==> config.mk <==
export PLATFORM = sky130hd
export DESIGN_NAME = keypad_entry
export DESIGN_NICKNAME = d
export VERILOG_FILES = /design/src/rtl/keypad_entry.sv
export SDC_FILE = /design/constraint.sdc
export NUM_CORES = 1
export LEC_CHECK = 0
export BUFFER_PORTS_ARGS = -buffer_cell sky130_fd_sc_hd__buf_4
export CAP_MARGIN = 15
export CORE_MARGIN = 3
export CORE_UTILIZATION = 40
export DETAILED_ROUTE_END_ITERATION = 16
export GPL_TIMING_DRIVEN = 1
export SKIP_CTS_REPAIR_TIMING = 1
export SKIP_LAST_GASP = 1
export SLEW_MARGIN = 20
export SYNTH_ARGS = -nofsm -noshare
export SYNTH_HDL_FRONTEND = slang
export SYNTH_SLANG_ARGS = --single-unit
==> constraint.sdc <==
create_clock -name clk -period 4.43 [get_ports clk]
set_input_delay 0.6645 -clock clk [delete_from_list [all_inputs] [get_ports clk]]
set_output_delay 0.6645 -clock clk [all_outputs]
set_load 0.005 [all_outputs]
==> src/rtl/keypad_entry.sv <==
// ==========================================================================
// keypad_entry: debounced key events -> 3-digit selection, ready/wait handshake
// Revision: 1.0
// ==========================================================================
`default_nettype none

module keypad_entry #(
  parameter int unsigned TIMEOUT_CYCLES = 500_000_000,
  parameter int unsigned TO_W           = 29
) (
  input  logic        clk,
  input  logic        reset,
  input  logic        key_pressed,
  input  logic [3:0]  key_code,
  input  logic        keypad_wait,
  input  logic        clear_keypad,
  output logic [11:0] valid_input,
  output logic        keypad_ready_signal,
  output logic [1:0]  digit_count,
  output logic        entry_error
);

  typedef enum logic [1:0] {
    IDLE  = 2'd0,
    ENTRY = 2'd1,
    READY = 2'd2,
    BUSY  = 2'd3
  } state_t;

  localparam logic [TO_W-1:0] TO_LAST = TO_W'(TIMEOUT_CYCLES - 1);

  state_t           state, state_nx;
  logic             key_q, key_ev;
  logic [3:0]       key_val;
  logic [11:0]      buf_nx;
  logic [1:0]       cnt_nx;
  logic             err_nx;
  logic [TO_W-1:0]  to_cnt, to_nx;
  logic             is_digit, timeout_hit;

  assign is_digit            = (key_val <= 4'd9);
  assign timeout_hit         = (TIMEOUT_CYCLES != 0) && (to_cnt == TO_LAST);
  assign keypad_ready_signal = (state == READY);

  always_ff @(posedge clk or negedge reset) begin
    if (!reset) begin
      key_q       <= 1'b0;
      key_ev      <= 1'b0;
      key_val     <= 4'd0;
      state       <= IDLE;
      valid_input <= 12'd0;
      digit_count <= 2'd0;
      entry_error <= 1'b0;
      to_cnt      <= '0;
    end else begin
      key_q       <= key_pressed;
      key_ev      <= key_pressed & ~key_q;
      key_val     <= key_code;
      state       <= state_nx;
      valid_input <= buf_nx;
      digit_count <= cnt_nx;
      entry_error <= err_nx;
      to_cnt      <= to_nx;
    end
  end

  always_comb begin
    state_nx = state;
    buf_nx   = valid_input;
    cnt_nx   = digit_count;
    err_nx   = 1'b0;
    to_nx    = '0;
    case (state)
      IDLE, ENTRY: begin
        // Return-all from the controller outranks a clear, which outranks keys.
        if (keypad_wait) begin
          state_nx = BUSY;
          buf_nx   = 12'd0;
          cnt_nx   = 2'd0;
        end else if (clear_keypad) begin
          state_nx = IDLE;
          buf_nx   = 12'd0;
          cnt_nx   = 2'd0;
        end else if (state == IDLE) begin
          if (key_ev && is_digit) begin
            state_nx = ENTRY;
            buf_nx   = {8'd0, key_val};
            cnt_nx   = 2'd1;
          end
        end else if (key_ev) begin
          if (is_digit && digit_count != 2'd3) begin
            if (digit_count == 2'd1) buf_nx[7:4]  = key_val;
            else                     buf_nx[11:8] = key_val;
            cnt_nx = digit_count + 2'd1;
          end else if (key_val == 4'hA) begin
            state_nx = IDLE;
            buf_nx   = 12'd0;
            cnt_nx   = 2'd0;
          end else if (key_val == 4'hB) begin
            if (digit_count == 2'd3) begin
              state_nx = READY;
            end else begin
              state_nx = IDLE;
              buf_nx   = 12'd0;
              cnt_nx   = 2'd0;
              err_nx   = 1'b1;
            end
          end
        end else if (timeout_hit) begin
          state_nx = IDLE;
          buf_nx   = 12'd0;
          cnt_nx   = 2'd0;
          err_nx   = 1'b1;
        end else begin
          to_nx = (to_cnt == '1) ? to_cnt : to_cnt + TO_W'(1);
        end
      end
      READY: begin
        if (keypad_wait) begin
          state_nx = BUSY;
        end else if (clear_keypad) begin
          state_nx = IDLE;
          buf_nx   = 12'd0;
          cnt_nx   = 2'd0;
        end
      end
      BUSY: begin
        if (!keypad_wait) begin
          state_nx = IDLE;
          buf_nx   = 12'd0;
          cnt_nx   = 2'd0;
        end
      end
      default: state_nx = IDLE;
    endcase
  end

endmodule

`default_nettype wire

==> results.yml <==
status:
  status: "finished, final reports clean"
synthesis:
  synth_nets: 303
  synth_area_per_cell_um2: 9.352
  synth-seq-cells: 52
  synthAdderAreaFrac: 0.01379
  synth_edf_count: 0
  synth.distinct_cells: 49
  synth_xor_area_frac: 0.02575
  synthFlopType: "dfrtp_1"
  yosys.area_share.simple: 0.2533
  yosysSeqAreaShare: 0.4782
  synthCells: 291
  synth_top_family_by_area: "simple AND/OR/NAND/NOR gates"
  syn_area_mm2: 0.002721
  synth_compound_area_frac: 0.1632
  synth_async_sr_flop_share: 1.000
  ys.warnings.count: 0
  muxShareOfSynthArea: 0.01149
setup_path:
  critPathLaunchType: "flop"
  reg2reg_from: "to_cnt[0]"
  critPathMaxFanout: 18
  timing.rr.end: "to_cnt[13]"
  path_buf_inv: 1
  crit_path_cell_trace: "ha_1 > and3_1 > and4b_1 > a21o_1 > buf_4 > or4_1 > nand2_1"
  worstPathArrival_ns: 2.64
  reg2reg_slack_ns: 2.04
  crit_path_end_kind: "flop"
  path_depth: 7
  reg2reg_depth: 7
  path_class: "flop to flop"
  critical-path-top-delay-family: "simple AND/OR/NAND/NOR gates"
  cp_slowest_cell: "or4_1"
  max_stage_delay_ns: 0.52
  required_ns: 4.68
clock_network:
  cts_tree: "yes"
  clockBufferDepth: 2
  cts_max_level: 2
  cts.clk_slew.worst_paths_ns: 0.09
  cts-buffers-inserted: 5
  clk_latency_ns: 0.30
  cts_num_sinks: 52
  cts-root-buf: "clkbuf_8"
placement:
  place_inst: 382
  port_buffers: 24
  dpl.hpwl_um: 4092
  preCtsSetupSlack_ns: 1.824
  gp_congestion: 0.8500
floorplan:
  core_mm2: 0.006459
  ios: 25
  die_h_um: 88.48
  start_util: 0.4213
  die_w_um: 88.48
  dieArea_mm2: 0.007829
  rows: 29
global_routing:
  grt_use_total: 0.1608
  grt_pass1_wl_um: 9915
  antenna_found_initial: 0
  grt_start_max_net_pins: 53
  grt_overflow: 0
  grt_pass1_vias: 1973
timing:
  fin_crit_ns: 2.393
  fin_ws_ns: 2.037
  max_freq_mhz: 417.8
  period_share: 0.5403
  fin_hold_ws_ns: 0.3770
  tightest_slew_ns: 0.7257
  finalMaxSlewViolations: 0
  hold_violations: 0
  finalSetupViolations: 0
  max_slew_margin: 0.5122
  worst_clock_skew_ns: 0.005598
  tns_ns: 0
  rsz0062_at_grt: "false"
cells_and_area:
  fin_nets: 324
  utilization: 0.4793
  instances_no_fill: 390
  syn_to_final_growth_pct: 13.75
  diodes: 0
  final_cell_mix: "dfrtp_1 (52), buf_4 (26), o21ai_0 (24)"
  drive_gt1_frac: 0.1310
  final_common_cell: "dfrtp_1"
routing:
  drtIter0Drc: 203
  viasPerCell: 5.677
  drt-wirelength-per-cell_um: 15.09
  num_vias: 2214
  wirelength_um: 5887
  antenna_left: 0
  route.detailed.drc: 0
  dr.pass1.iters: 6
pwr:
  leakagePower_uw: 0.001232
  vdd_drop_max_mv: 0.1515
  powerDensity_mw_per_mm2: 313.8
run:
  maxCapViolCount: 0
hold_path:
  hp-class: "input port to asynchronous set/reset pin"
==> synth_stat cells, types with 4 or more instances <==
library cell	instances	share of area
o211ai_1	5	0.014
nor4_1	5	0.011
a21oi_1	14	0.026
dfrtp_1	52	0.48
a22oi_1	8	0.022
nand2_1	23	0.032
clkbuf_1	4	0.0055
a211oi_1	4	0.011
nor2_1	21	0.029
a31oi_1	5	0.011
or4_1	6	0.017
nand3_1	18	0.033
nor3_1	7	0.013
o21ai_0	24	0.044
inv_1	19	0.026
or3_1	9	0.021
nand4_1	7	0.016
xnor2_1	7	0.023
and3_1	7	0.016
==> cells by family after synthesis <==
group	after synthesis
compound gates	72
xor+xnor	8
fa+ha+maj	3
buf+inv	31
flops	52
mux	3
simple gates	122
==> layer usage <==
layer / vias up / GRT usage / routed length [um]
met3: 7 / 0.02793 / 203
met1: 1063 / 0.2404 / 3005
met5: - / 0 / 0
met2: 37 / 0.2386 / 2636
met4: 0 / 0.04670 / 42
li1: 1107 / - / -
==> sequential cells by signal, summed over array words and instances (netlist names) <==
name	count
digit_count	2
entry_error	1
valid_input	12
key_val	4
state	2
key_ev	1
key_q	1
to_cnt	29
==> per-stage QoR <==
stage	area, um^2	total power, uW
2_1_floorplan	2721	515.5
3_3_place_gp	2937	542.2
3_5_place_dp	2937	542.1
4_1_cts	3095	985.8
5_1_grt	3095	1014
6_report	3095	971.4
==> layout make-up <==
cell class | instances | area (um^2)
multi-input cells | 208 | 1272
clock buffers | 5 | 68.82
well taps | 77 | 96.34
repair buffers | 26 | 195.2
flip-flops and latches | 52 | 1301
fillers | 617 | 3363
inverters | 19 | 71.32
clock inverters | 3 | 90.09
==> worst max-delay path by stage <==
stage	slack, ns	startpoint	to
global placement	1.93	clear_keypad	to_cnt[6]
global route	1.87	to_cnt[0]	to_cnt[27]
detailed placement	1.82	clear_keypad	to_cnt[25]
floorplan	2.44	clear_keypad	to_cnt[13]
finish	2.04	to_cnt[0]	to_cnt[13]
CTS	2.03	to_cnt[0]	to_cnt[25]
==> power breakdown <==
group	switching, uW	total (uW)	internal [uW]
sequential	9.12	489	480
clock	157	439	282
combinational	27.4	43.2	15.8
total	193	971	778
No activity file was read; power rests on OpenSTA's default activity.
